<file path="src/rtl/flow_table_ctrl.sv">
// flow_table_ctrl: arbitrates lookups, config ops and clear sweeps onto one flow-table RAM port
module flow_table_ctrl #(
  parameter int ADDR_W         = 12,
  parameter int QUEUE_W        = 16,
  parameter int STARVE_MAX     = 8,
  parameter int CLEAR_ON_RESET = 1
) (
  input  logic               clk,
  input  logic               rst,
  input  logic               lkp_valid,
  output logic               lkp_ready,
  input  logic [ADDR_W-1:0]  lkp_addr,
  output logic               rsp_valid,
  output logic               rsp_hit,
  output logic [QUEUE_W-1:0] rsp_queue,
  input  logic               cfg_valid,
  output logic               cfg_ready,
  input  logic [1:0]         cfg_op,
  input  logic [ADDR_W-1:0]  cfg_addr,
  input  logic [QUEUE_W-1:0] cfg_queue,
  output logic [ADDR_W-1:0]  ram_addr,
  output logic               ram_rd_en,
  output logic               ram_wr_en,
  output logic [QUEUE_W:0]   ram_wr_data,
  input  logic [QUEUE_W:0]   ram_rd_data,
  output logic               busy,
  output logic               clear_done
);
  localparam int SW = $clog2(STARVE_MAX + 1);
  typedef enum logic {IDLE, CLEAR} state_t;
  state_t             state;
  logic [ADDR_W-1:0]  clr_ptr;
  logic [SW-1:0]      starve_cnt;
  logic [1:0]         rd_pipe;
  logic               rsp_v, rsp_h, done_q;
  logic [QUEUE_W-1:0] rsp_q;
  logic               idle, starved, lkp_acc, cfg_acc;
  assign idle        = state == IDLE && !rst;
  assign busy        = state == CLEAR && !rst;
  assign starved     = starve_cnt == SW'(STARVE_MAX);
  assign lkp_ready   = idle && !(cfg_valid && starved);
  assign cfg_ready   = idle && (!lkp_valid || starved);
  assign lkp_acc     = lkp_valid && lkp_ready;
  assign cfg_acc     = cfg_valid && cfg_ready;
  assign ram_rd_en   = lkp_acc;
  assign ram_wr_en   = busy || (cfg_acc && !cfg_op[1]);
  assign ram_addr    = busy ? clr_ptr : cfg_acc ? cfg_addr : lkp_addr;
  assign ram_wr_data = (cfg_acc && cfg_op == 2'b00) ? {1'b1, cfg_queue} : '0;
  // response registers are forced low while reset is held, not just after it
  assign rsp_valid   = rsp_v && !rst;
  assign rsp_hit     = rsp_h && !rst;
  assign rsp_queue   = rst ? '0 : rsp_q;
  assign clear_done  = done_q && !rst;
  always_ff @(posedge clk) begin
    if (rst) begin
      state      <= (CLEAR_ON_RESET != 0) ? CLEAR : IDLE;
      clr_ptr    <= '0;
      starve_cnt <= '0;
      rd_pipe    <= '0;
      rsp_v      <= 1'b0;
      rsp_h      <= 1'b0;
      rsp_q      <= '0;
      done_q     <= 1'b0;
    end else begin
      rd_pipe <= {rd_pipe[0], lkp_acc};
      rsp_v   <= rd_pipe[1];
      rsp_h   <= rd_pipe[1] && ram_rd_data[QUEUE_W];
      rsp_q   <= (rd_pipe[1] && ram_rd_data[QUEUE_W]) ? ram_rd_data[QUEUE_W-1:0] : '0;
      done_q  <= state == CLEAR && &clr_ptr;
      if (state == CLEAR) begin
        clr_ptr <= clr_ptr + 1'b1;
        if (&clr_ptr) state <= IDLE;
      end else if (cfg_acc) begin
        starve_cnt <= '0;
        if (cfg_op == 2'b10) begin
          state   <= CLEAR;
          clr_ptr <= '0;
        end
      end else if (cfg_valid && !starved) begin
        starve_cnt <= starve_cnt + 1'b1;
      end
    end
  end
endmodule

</file>
<file path="config.mk">
export PLATFORM = sky130hd
export DESIGN_NAME = flow_table_ctrl
export DESIGN_NICKNAME = d
export VERILOG_FILES = /design/src/rtl/flow_table_ctrl.sv
export SDC_FILE = /design/constraint.sdc
export NUM_CORES = 1
export LEC_CHECK = 0
export CORE_AREA = 5 5 109 60
export CTS_CLUSTER_DIAMETER = 120
export DETAILED_ROUTE_END_ITERATION = 8
export DIE_AREA = 0 0 114 65
export MAX_ROUTING_LAYER = met4
export PLACE_DENSITY_LB_ADDON = 0.15
export SLEW_MARGIN = 10
export SYNTH_ARGS = -nofsm -noshare
export SYNTH_HDL_FRONTEND = slang
export SYNTH_SLANG_ARGS = --single-unit
export TNS_END_PERCENT = 10
</file>
<file path="constraint.sdc">
create_clock -name clk -period 3.2 [get_ports clk]
set_clock_uncertainty 0.15 [all_clocks]
set_input_delay 0.64 -clock clk [delete_from_list [all_inputs] [get_ports clk]]
set_output_delay 0.64 -clock clk [all_outputs]
set_load 0.01 [all_outputs]
</file>
==> run_results.csv, run 1 <==
group,metric,value,unit
run_status,status,"finished, final reports clean",
power,internal_power,0.911,mW
power,combPwrFrac,14.2,%
worst_setup_path,crit_arrival,2.34,ns
worst_setup_path,r2r_start,"starve_cnt[0]",
synth,postSynthCellCount,252,
layout,layout-drive-gt1-share,12.0,%
worst_setup_path,cp-startpoint,"rst",
detailed_routing,drtPass1Iterations,4,
layout,fin_nets,440,
grt,antenna_found_initial,0,
layout,finalInstanceArea,3500,µm²
detailed_routing,via_per_inst,4.84,
flow_run,drv_cap,0,
cts,clock-root-buffer,"clkbuf_8",
worst_setup_path,crit_path_max_fanout,4,
layout,final_core_util,62.2,%
grt,grt_pass1_vias,2126,
layout,syn_to_final_growth,67.7,%
detailed_routing,drcViolationCount,0,
cts,clk_pin_slew,0.08,ns
grt,grt_max_degree,35,
worst_setup_path,r2r_setup_slack,1.35,ns
sta,fmax,320,MHz
power,seq_power_share,41.7,%
sta,finalCritPeriodShare,97.7,%
place,io_buffer_count,115,
detailed_routing,drt.antenna.violating_nets,0,
cts,ctsHoldBuffers,0,
layout,n_antenna_cell,0,
synth,synth-seq-cells,38,
worst_setup_path,start_kind,"primary input",
floorplan,dieArea,7410,µm²
cts,cts_tree,"built",
floorplan,dieHeight,65,µm
floorplan,io_pins,116,
grt,grt-ovfl-total,0,
sta,setup_slack,0.0729,ns
cts,cts_inserted_buffers,5,
grt,grt_pass1_wl,10.1,mm
layout,mostFrequentLayoutCell,"clkdlybuf4s50_1",
power,ir_drop,0.202,mV
detailed_routing,vias,2186,
power,p_per_area,328,nW/µm²
floorplan,placeableCoreArea,5630,µm²
cts,cts_sinks,38,
synth,syn_area_per_cell,8.28,µm²
place,place_congestion,0.783,
sta,worst_slew_pin_slew,0.970,ns
floorplan,die_w,114,µm
power,switching_share,20.7,%
place,pre_cts_slack,-0.206,ns
grt,globalRouteTotalUtil,17.4,%
worst_setup_path,end_kind,"output port",
floorplan,start_util,37.1,%
hold_path,min-delay-start,"rd_pipe[0]",
sta,finalMaxSlewViolations,0,
hold_path,hold_path_class,"reg2reg",
sta,hold_viol_final,0,
sta,setup_viol,0,
power,clkPwrFrac,44.0,%
sta,finalCriticalPeriod,3.13,ns
cts,clock_path_buffers,2,
synth,ys_seq_area_share,36.5,%
synth,synthesis.area,2090,µm²
sta,max-slew-margin-rel,35.2,%
detailed_routing,drt-initial-drc-count,149,
layout,final_cell_mix,"clkdlybuf4s50_1 (84), dfxtp_1 (38), dlygate4sd2_1 (30)",
worst_setup_path,path_class,"in2out",
place,dpl_cell_area,3390,µm²
worst_setup_path,required,2.41,ns
synth,synth_fp_nets,318,
power,p_leak,1.56,nW
place,place_hpwl,4.93,mm
detailed_routing,wl_per_cell,13.8,µm
synth,synth_cell_types,39,
sta,rsz0062_at_grt,"no",
cts,cts_max_level,2,
power,p_sw,0.238,mW
detailed_routing,wirelength,6.23,mm
cts,clock_latency,0.29,ns
floorplan,num_rows,20,
synth,ys_warn_count,0,
repair_timing:
item                                    in CTS  in global routing
pin swaps                                    0                  0
resized for setup                           32                  1
endpoints found under the setup margin      31                  1
buffers inserted                             0                  0
metrics by stage:
step           cells  hold slack (ns)  setup TNS [ns]  power, mW
5_1_grt          452            0.321               0       1.20
4_1_cts          452            0.306               0       1.17
3_5_place_dp     444            0.294           -4.70      0.664
2_1_floorplan    252            0.264               0      0.542
3_3_place_gp     444            0.296           -4.32      0.662
6_report         452            0.302               0       1.15
synthesized netlist by cell type:
cell	number	area [µm²]
a211o_1	2	17.5
a211oi_1	2	15.0
a211oi_4	1	20.0
a21oi_1	16	80.1
a21oi_2	18	158
a22o_1	3	26.3
a311oi_1	2	17.5
a31oi_1	2	12.5
a41oi_1	3	26.3
and2_1	20	125
and3_1	19	119
and3b_1	1	8.76
and4_1	1	8.76
buf_2	2	10.0
buf_4	1	7.51
buf_6	5	56.3
clkbuf_1	7	26.3
clkbuf_2	1	5.00
dfxtp_1	38	761
ha_1	3	37.5
inv_1	6	22.5
mux2i_1	2	20.0
nand2_1	21	78.8
nand2b_1	2	12.5
nand3_1	8	40.0
nand3b_1	3	22.5
nand4_1	1	6.26
nand4b_1	1	8.76
nor2_1	20	75.1
nor2b_1	22	138
nor3_1	4	20.0
nor4_1	2	12.5
nor4_4	1	21.3
o211a_1	1	10.0
o21ai_0	7	35.0
o21ai_1	1	5.00
or2_1	1	6.26
or3_1	1	6.26
xnor2_1	1	8.76
routing by layer:
layer | track usage (%) | vias up | part of all wire, %
li1 | - | 1115 | -
met1 | 22.4 | 1003 | 48
met2 | 26.7 | 61 | 44
met3 | 4.66 | 7 | 6.7
met4 | 5.33 | 0 | 1.1
met5 | - | - | 0
worst paths after layout:
kind	depth (start not counted)	end
setup / recovery	5	ram_wr_en
setup reg to reg	7	clr_ptr[10]
hold / removal	1	rd_pipe[1]
hold reg to reg	1	rd_pipe[1]
critical path, cell delays in order:
cell	delay, ns
clkdlybuf4s50_1	0.42
or2_4	0.27
a211o_1	0.32
o21ai_1	0.13
clkdlybuf4s50_1	0.56
cell families after synthesis:
| family | Yosys count | synth area share, % |
|---|---|---|
| xor+xnor | 1 | 0.420 |
| buf+inv | 22 | 6.11 |
| flops | 38 | 36.5 |
| compound gates | 58 | 20.3 |
| fa+ha+maj | 3 | 1.80 |
| simple gates | 128 | 34.0 |
| mux | 2 | 0.959 |
power by group through the flow:
stage                     Sequential (mW)  Combinational [mW]  Clock, mW
after floorplan                     0.490              0.0518          0
after global placement              0.491               0.171          0
after detailed placement            0.491               0.173          0
after CTS                           0.480               0.165      0.520
after global routing                0.481               0.176      0.542
final                               0.480               0.163      0.506
sequential cells by signal, indices dropped and copies added, names as in the netlist:
register,flops
rsp_q,16
clr_ptr,12
rd_pipe,2
rsp_v,1
done_q,1
rsp_h,1
state,1
starve_cnt,4
final cells by class:
type	count	area [µm²]
sequential	38	761
clock buffer	6	82.6
inverter	6	22.5
tap	77	96.3
multi-input combinational	192	1200
fill	528	2130
timing repair buffer	131	1280
clock inverter	2	60.1
No activity file was read; power rests on OpenSTA's default activity.
==> run 2: changes to the inputs <==
--- a/config.mk
+++ b/config.mk
@@ -11,6 +11,7 @@
 export DIE_AREA = 0 0 114 65
 export MAX_ROUTING_LAYER = met4
 export PLACE_DENSITY_LB_ADDON = 0.15
+export SKIP_CTS_REPAIR_TIMING = 1
 export SLEW_MARGIN = 10
 export SYNTH_ARGS = -nofsm -noshare
 export SYNTH_HDL_FRONTEND = slang
==> run 2 against run 1 <==
Global-route usage hardly changed. Core utilization is 2.0 points higher. Sequential cell count stayed put. Cell count stayed put. Maximum frequency hardly changed. Critical endpoint unchanged.
==> run_results.csv, run 2 (synthesis gave the netlist of run 1 again) <==
group,metric,value,unit
layout,syn_to_final_growth,73.1,%
sta,setup_viol,0,
sta,fin_tns_setup,0,ns
worst_setup_path,start_kind,"primary input",
hold_path,hold_path_class,"reg2reg",
floorplan,placeableCoreArea,5630,µm²
run_status,status,"finished, final reports clean",
place,place_hpwl,4.93,mm
layout,n_antenna_cell,0,
grt,grt_max_degree,35,
floorplan,io_pins,116,
sta,rsz0062_at_grt,"no",
place,io_buffer_count,115,
layout,mostFrequentLayoutCell,"clkdlybuf4s50_1",
detailed_routing,drtPass1Iterations,4,
sta,fmax,320,MHz
floorplan,die_w,114,µm
sta,setup_slack,0.0705,ns
grt,grt_pass1_wl,10.1,mm
place,pre_cts_slack,-0.206,ns
layout,layout-drive-gt1-share,12.0,%
floorplan,dieHeight,65,µm
sta,finalCriticalPeriod,3.13,ns
detailed_routing,drt-initial-drc-count,163,
cts,cts_max_level,2,
grt,grt-ovfl-total,0,
cts,clk_pin_slew,0.08,ns
worst_setup_path,crit_path_frequent_cell,"clkdlybuf4s50_1",
place,place_congestion,0.783,
detailed_routing,wl_per_cell,14.0,µm
worst_setup_path,required,2.41,ns
worst_setup_path,crit_path_max_fanout,4,
power,p_per_area,319,nW/µm²
power,switching_share,20.6,%
power,internal_power,0.916,mW
layout,regMostFlops,"rsp_q",
power,clkPwrFrac,43.8,%
layout,fillers,489,
worst_setup_path,crit_chain,"clkdlybuf4s50_1 > or2_4 > a211o_1 > o21ai_1 > clkdlybuf4s50_1",
cts,cts_tree,"built",
detailed_routing,drcViolationCount,0,
floorplan,dieArea,7410,µm²
grt,antenna_found_initial,0,
layout,largestRegisters,"rsp_q (16), clr_ptr (12), starve_cnt (4)",
place,dpl_cell_area,3390,µm²
worst_setup_path,crit_arrival,2.34,ns
layout,finalInstanceArea,3610,µm²
grt,grt_pass1_vias,2132,
grt,globalRouteTotalUtil,17.4,%
layout,largest_register_ff_count,16,
sta,finalCritPeriodShare,97.8,%
sta,finalMaxSlewViolations,0,
cts,cts_sinks,38,
sta,hold_viol_final,0,
worst_setup_path,slowest_stage,"clkdlybuf4s50_1",
power,seq_power_share,41.6,%
layout,multi_input_area,1200,µm²
detailed_routing,via_per_inst,4.85,
power,ir_drop,0.203,mV
worst_setup_path,path_class,"in2out",
power,p_leak,1.92,nW
sta,hold_slack,0.300,ns
detailed_routing,vias,2193,
cts,clock_path_buffers,2,
worst_setup_path,end_kind,"output port",
worst_setup_path,worst_path_largest_cell_delay,0.56,ns
floorplan,num_rows,20,
cts,clock_latency,0.29,ns
power,p_sw,0.238,mW
flow_run,drv_cap,0,
layout,regArea,761,µm²
sta,worst_slew_pin_slew,0.978,ns
floorplan,start_util,37.1,%
power,combPwrFrac,14.6,%
detailed_routing,drt.antenna.violating_nets,0,
cts,clock-root-buffer,"clkbuf_8",
cts,cts_inserted_buffers,5,
layout,fin_nets,440,
layout,final_cell_mix,"clkdlybuf4s50_1 (84), dfxtp_1 (38), dlymetal6s2s_1 (31)",
sta,max-slew-margin-rel,34.7,%
detailed_routing,wirelength,6.32,mm
-- run 2: critical path, delay by kind of cell --
| family | cells | cell delay [ns] |
|---|---|---|
| buffers and inverters | 2 | 0.98 |
| AOI/OAI and AO/OA | 2 | 0.45 |
| and+or+nand+nor | 1 | 0.26 |
-- run 2: cell type report --
class | count | area share (%)
Sequential cell | 38 | 21.1
Clock inverter | 2 | 1.66
Tap cell | 77 | 2.67
Inverter | 6 | 0.623
Timing Repair Buffer | 131 | 38.5
Multi-Input combinational cell | 192 | 33.2
Clock buffer | 6 | 2.29
-- run 2: worst paths after layout --
check | from | end | slack [ns] | cells after the start
max | rst | ram_wr_en | 0.07 | 5
min | rd_pipe[0] | rd_pipe[1] | 0.30 | 1
max reg2reg | starve_cnt[0] | clr_ptr[10] | 1.35 | 7
min reg2reg | rd_pipe[0] | rd_pipe[1] | 0.30 | 1
-- run 2: layer usage --
layer	GRT usage [%]	routed length, µm	up-vias
li1	-	-	1115
met1	22.5	3010	1008
met2	26.7	2830	63
met3	4.66	409	7
met4	5.33	67	0
met5	-	0	-
-- run 2: per-stage QoR --
stage,power [mW],utilization [%],std cells
global route,1.20,64.2,452
floorplan,0.542,-,252
CTS,1.17,62.7,452
global placement,0.662,60.2,444
detailed placement,0.664,60.2,444
finish,1.15,64.2,452
-- run 2: power groups by stage --
stage          sequential [mW]  combinational [mW]  clock, mW
6_report                 0.480               0.169      0.506
5_1_grt                  0.481               0.181      0.542
4_1_cts                  0.480               0.173      0.520
3_5_place_dp             0.491               0.173          0
3_3_place_gp             0.491               0.171          0
2_1_floorplan            0.490              0.0518          0
==> patch: new RTL, flow settings as in run 1 <==
Make the reset (`rst`) asynchronous in one clocked block.
--- a/src/rtl/flow_table_ctrl.sv
+++ b/src/rtl/flow_table_ctrl.sv
@@ -52,5 +52,5 @@
   assign rsp_queue   = rst ? '0 : rsp_q;
   assign clear_done  = done_q && !rst;
-  always_ff @(posedge clk) begin
+  always_ff @(posedge clk or posedge rst) begin
     if (rst) begin
       state      <= (CLEAR_ON_RESET != 0) ? CLEAR : IDLE;
Behaviour: no difference found for any inputs over 10 cycles, from zero or initial values and one cycle with rst high; that may be too few to reach the edited logic, so the function may still have changed.
==> patch against run 1 <==
- the flow now finishes with violations (setup timing)
- count of clock-buffer cells in the layout is 1 higher
- area after synthesis is 1.1% higher
- wire length is 4.5% higher
- worst setup slack worse by 240 ps
- synthesized cell count is 5.2% lower
- sequential cell count stayed put
- design area is 1.3% higher
Power is not compared: it rests on default switching activity, and its combinational part moved more than twofold at a synthesized area within 25%.
==> patch: results (changes against run 1) <==
stage	metric	value	unit	change
grt	grt_max_degree	39		was 35
sta	setup_viol	1		was 0
sta	hold_viol_final	0		unchanged
logic_synthesis	synth_edf_count	0		unchanged
logic_synthesis	synth.yosys.warnings	0		unchanged
logic_synthesis	synth_seq_area_share	45.14	%	was 36.45%
clock_tree	clock_path_buffers	2		unchanged
grt	antenna_found_initial	0		unchanged
logic_synthesis	synth-xor-area-share	2.906	%	was 0.4197%
sta	fin_ws	-170.7	ps	was 72.92 ps
logic_synthesis	async_flop_share	100.0	%	was 0%
finish	layout-drive-gt1-share	14.71	%	was 12.00%
finish	largestRegisters	rsp_q (16), clr_ptr (12), starve_cnt (4)		unchanged
grt	grt_pass1_wl	10290	µm	was 10,120 µm
status	status	finished, violations left		was finished clean
logic_synthesis	synthAdderAreaFrac	1.779	%	was 1.799%
sta	finalSetupTns	-170.7	ps	was 0 ps
logic_synthesis	synth_area_leaders	dfrtp_1, a21oi_1, and2_1		was dfxtp_1, a21oi_2, nor2b_1
logic_synthesis	yosysMostFrequentCell	dfrtp_1		was dfxtp_1
finish	antenna_cells	0		unchanged
sta	whs	204.0	ps	was 301.6 ps
clock_tree	clk_root_buffer_cell	clkbuf_8		unchanged
critical_path	slowest_delay	560	ps	about the same
logic_synthesis	synth_compound_area_share	13.05	%	was 20.26%
critical_path	crit_family	buffers and inverters		unchanged
sta	slew_headroom	68.56	%	was 35.19%
finish	nNetsFinal	432		was 440
logic_synthesis	synth_cell_types	41		was 39
logic_synthesis	yosys-top-cells-count	dfrtp_1, a21oi_1, nand2_1, nor2_1		was dfxtp_1, nor2b_1, nand2_1, and2_1, nor2_1
clock_tree	htree_levels	2		unchanged
critical_path	r2r_slack	1050	ps	was 1350 ps
placed_design	numPortBuffers	115		unchanged
logic_synthesis	syn_nets	305		was 318
critical_path	cp_max_fo	6		was 4
clock_tree	cts_buffers	5		unchanged
status	violations	setup timing		
grt	grt_pass1_vias	2186		was 2,126
detailed_routing	wl_per_cell	14.66	µm	was 13.77 µm
power_and_ir_drop	ir_worst_vdd	0.0002753	V	
placed_design	post-place-ws	-291.9	ps	was -206.0 ps
placed_design	place_area	3437	µm²	was 3387 µm²
power_and_ir_drop	switchingPower	0.6072	mW	
grt	grtUsageTotal	17.80	%	was 17.38%
logic_synthesis	synthMuxAreaShare	0.9490	%	was 0.9592%
clock_tree	cts.clk_slew.worst_paths	70	ps	
detailed_routing	drt_first_pass_iters	4		unchanged
placed_design	dpl.hpwl	4873	µm	was 4931 µm
clock_tree	clock_latency	290	ps	about the same
critical_path	crit_slowest_cell	clkdlybuf4s50_1		unchanged
worst_hold_path	hold_class	flop to flop		unchanged
grt	grt-ovfl-total	0		unchanged
critical_path	cp.arrival	2580	ps	was 2340 ps
placed_design	gp_congestion	0.8097		was 0.7828
detailed_routing	vias	2112		was 2,186
detailed_routing	drt_iter0_markers	118		was 149
==> patch: changes by cell type in the layout (fill, tap and decap cells not counted), sizes merged, moves of 4 or more <==
cell and delta:
dfxtp -38, dlymetal6s2s +7, dlygate4sd2 -25, clkbuf +17
dfrtp +37, o21ai -4, a21oi -6
==> patch: metal layers <==
metal  up-vias  wire, µm  global-route usage (%)  part of all wire [%]
li1       1063         -                       -                     -
met3         2       359                   5.037                   5.5
met1       985      3203                   24.99                    49
met4         0        18                   1.481                  0.28
met5         -         0                       -                     0
met2        62      2926                   26.75                    45
==> patch: cell type report <==
| cell class | count | area (µm²) |
|---|---|---|
| clock buffers | 7 | 86.33 |
| clock inverters | 1 | 30.03 |
| fillers | 501 | 2085 |
| inverters | 10 | 41.29 |
| multi-input cells | 178 | 1080 |
| flip-flops and latches | 38 | 952.2 |
| well taps | 77 | 96.34 |
| repair buffers | 133 | 1260 |
==> patch: power by group through the flow <==
stage          Sequential [mW]  Clock (mW)  Combinational [mW]
2_1_floorplan            0.651           0               0.376
3_3_place_gp             0.692           0               0.643
3_5_place_dp             0.695           0               0.657
4_1_cts                  0.687       0.436               0.655
5_1_grt                  0.706       0.460               0.739
6_report                 0.693       0.422               0.659
==> patch: metrics by stage <==
step                      instances  util (%)
final                           444     62.98
after global routing            444     62.98
after CTS                       442     63.04
after detailed placement        433     61.04
after global placement          433     61.04
after floorplan                 239         -
==> patch: worst reg2reg max path, stage by stage (launching register included) <==
cell	delay [ps]
dfrtp_1	400
inv_2	90
ha_2	180
nand3b_1	180
buf_4	200
buf_4	130
a211oi_4	270
nor2_2	100
a221o_1	340
==> patch: final timing paths <==
| check | start | endpoint | cells after the start |
|---|---|---|---|
| hold / removal | rd_pipe[0] | rd_pipe[1] | 0 |
| hold reg to reg | rd_pipe[0] | rd_pipe[1] | 0 |
| max in group asynchronous | rst | state | 4 |
| min in group asynchronous | rst | clr_ptr[9] | 4 |
| setup reg to reg | starve_cnt[0] | clr_ptr[10] | 8 |
| setup / recovery | rst | ram_addr[7] | 7 |
==> patch: cells by family after synthesis <==
logic type | after synthesis
compound gates | 45
xor+xnor | 7
fa+ha+maj | 3
buf+inv | 23
flops | 38
mux | 2
simple gates | 121
==> patch: what timing repair did <==
action / CTS / global route
hold buffers: 0 / 0
gates cloned: 1 / 0
buffers inserted: 0 / 2
resized for setup: 27 / 50
setup endpoints to repair: 30 / 31
pin swaps: 1 / 3
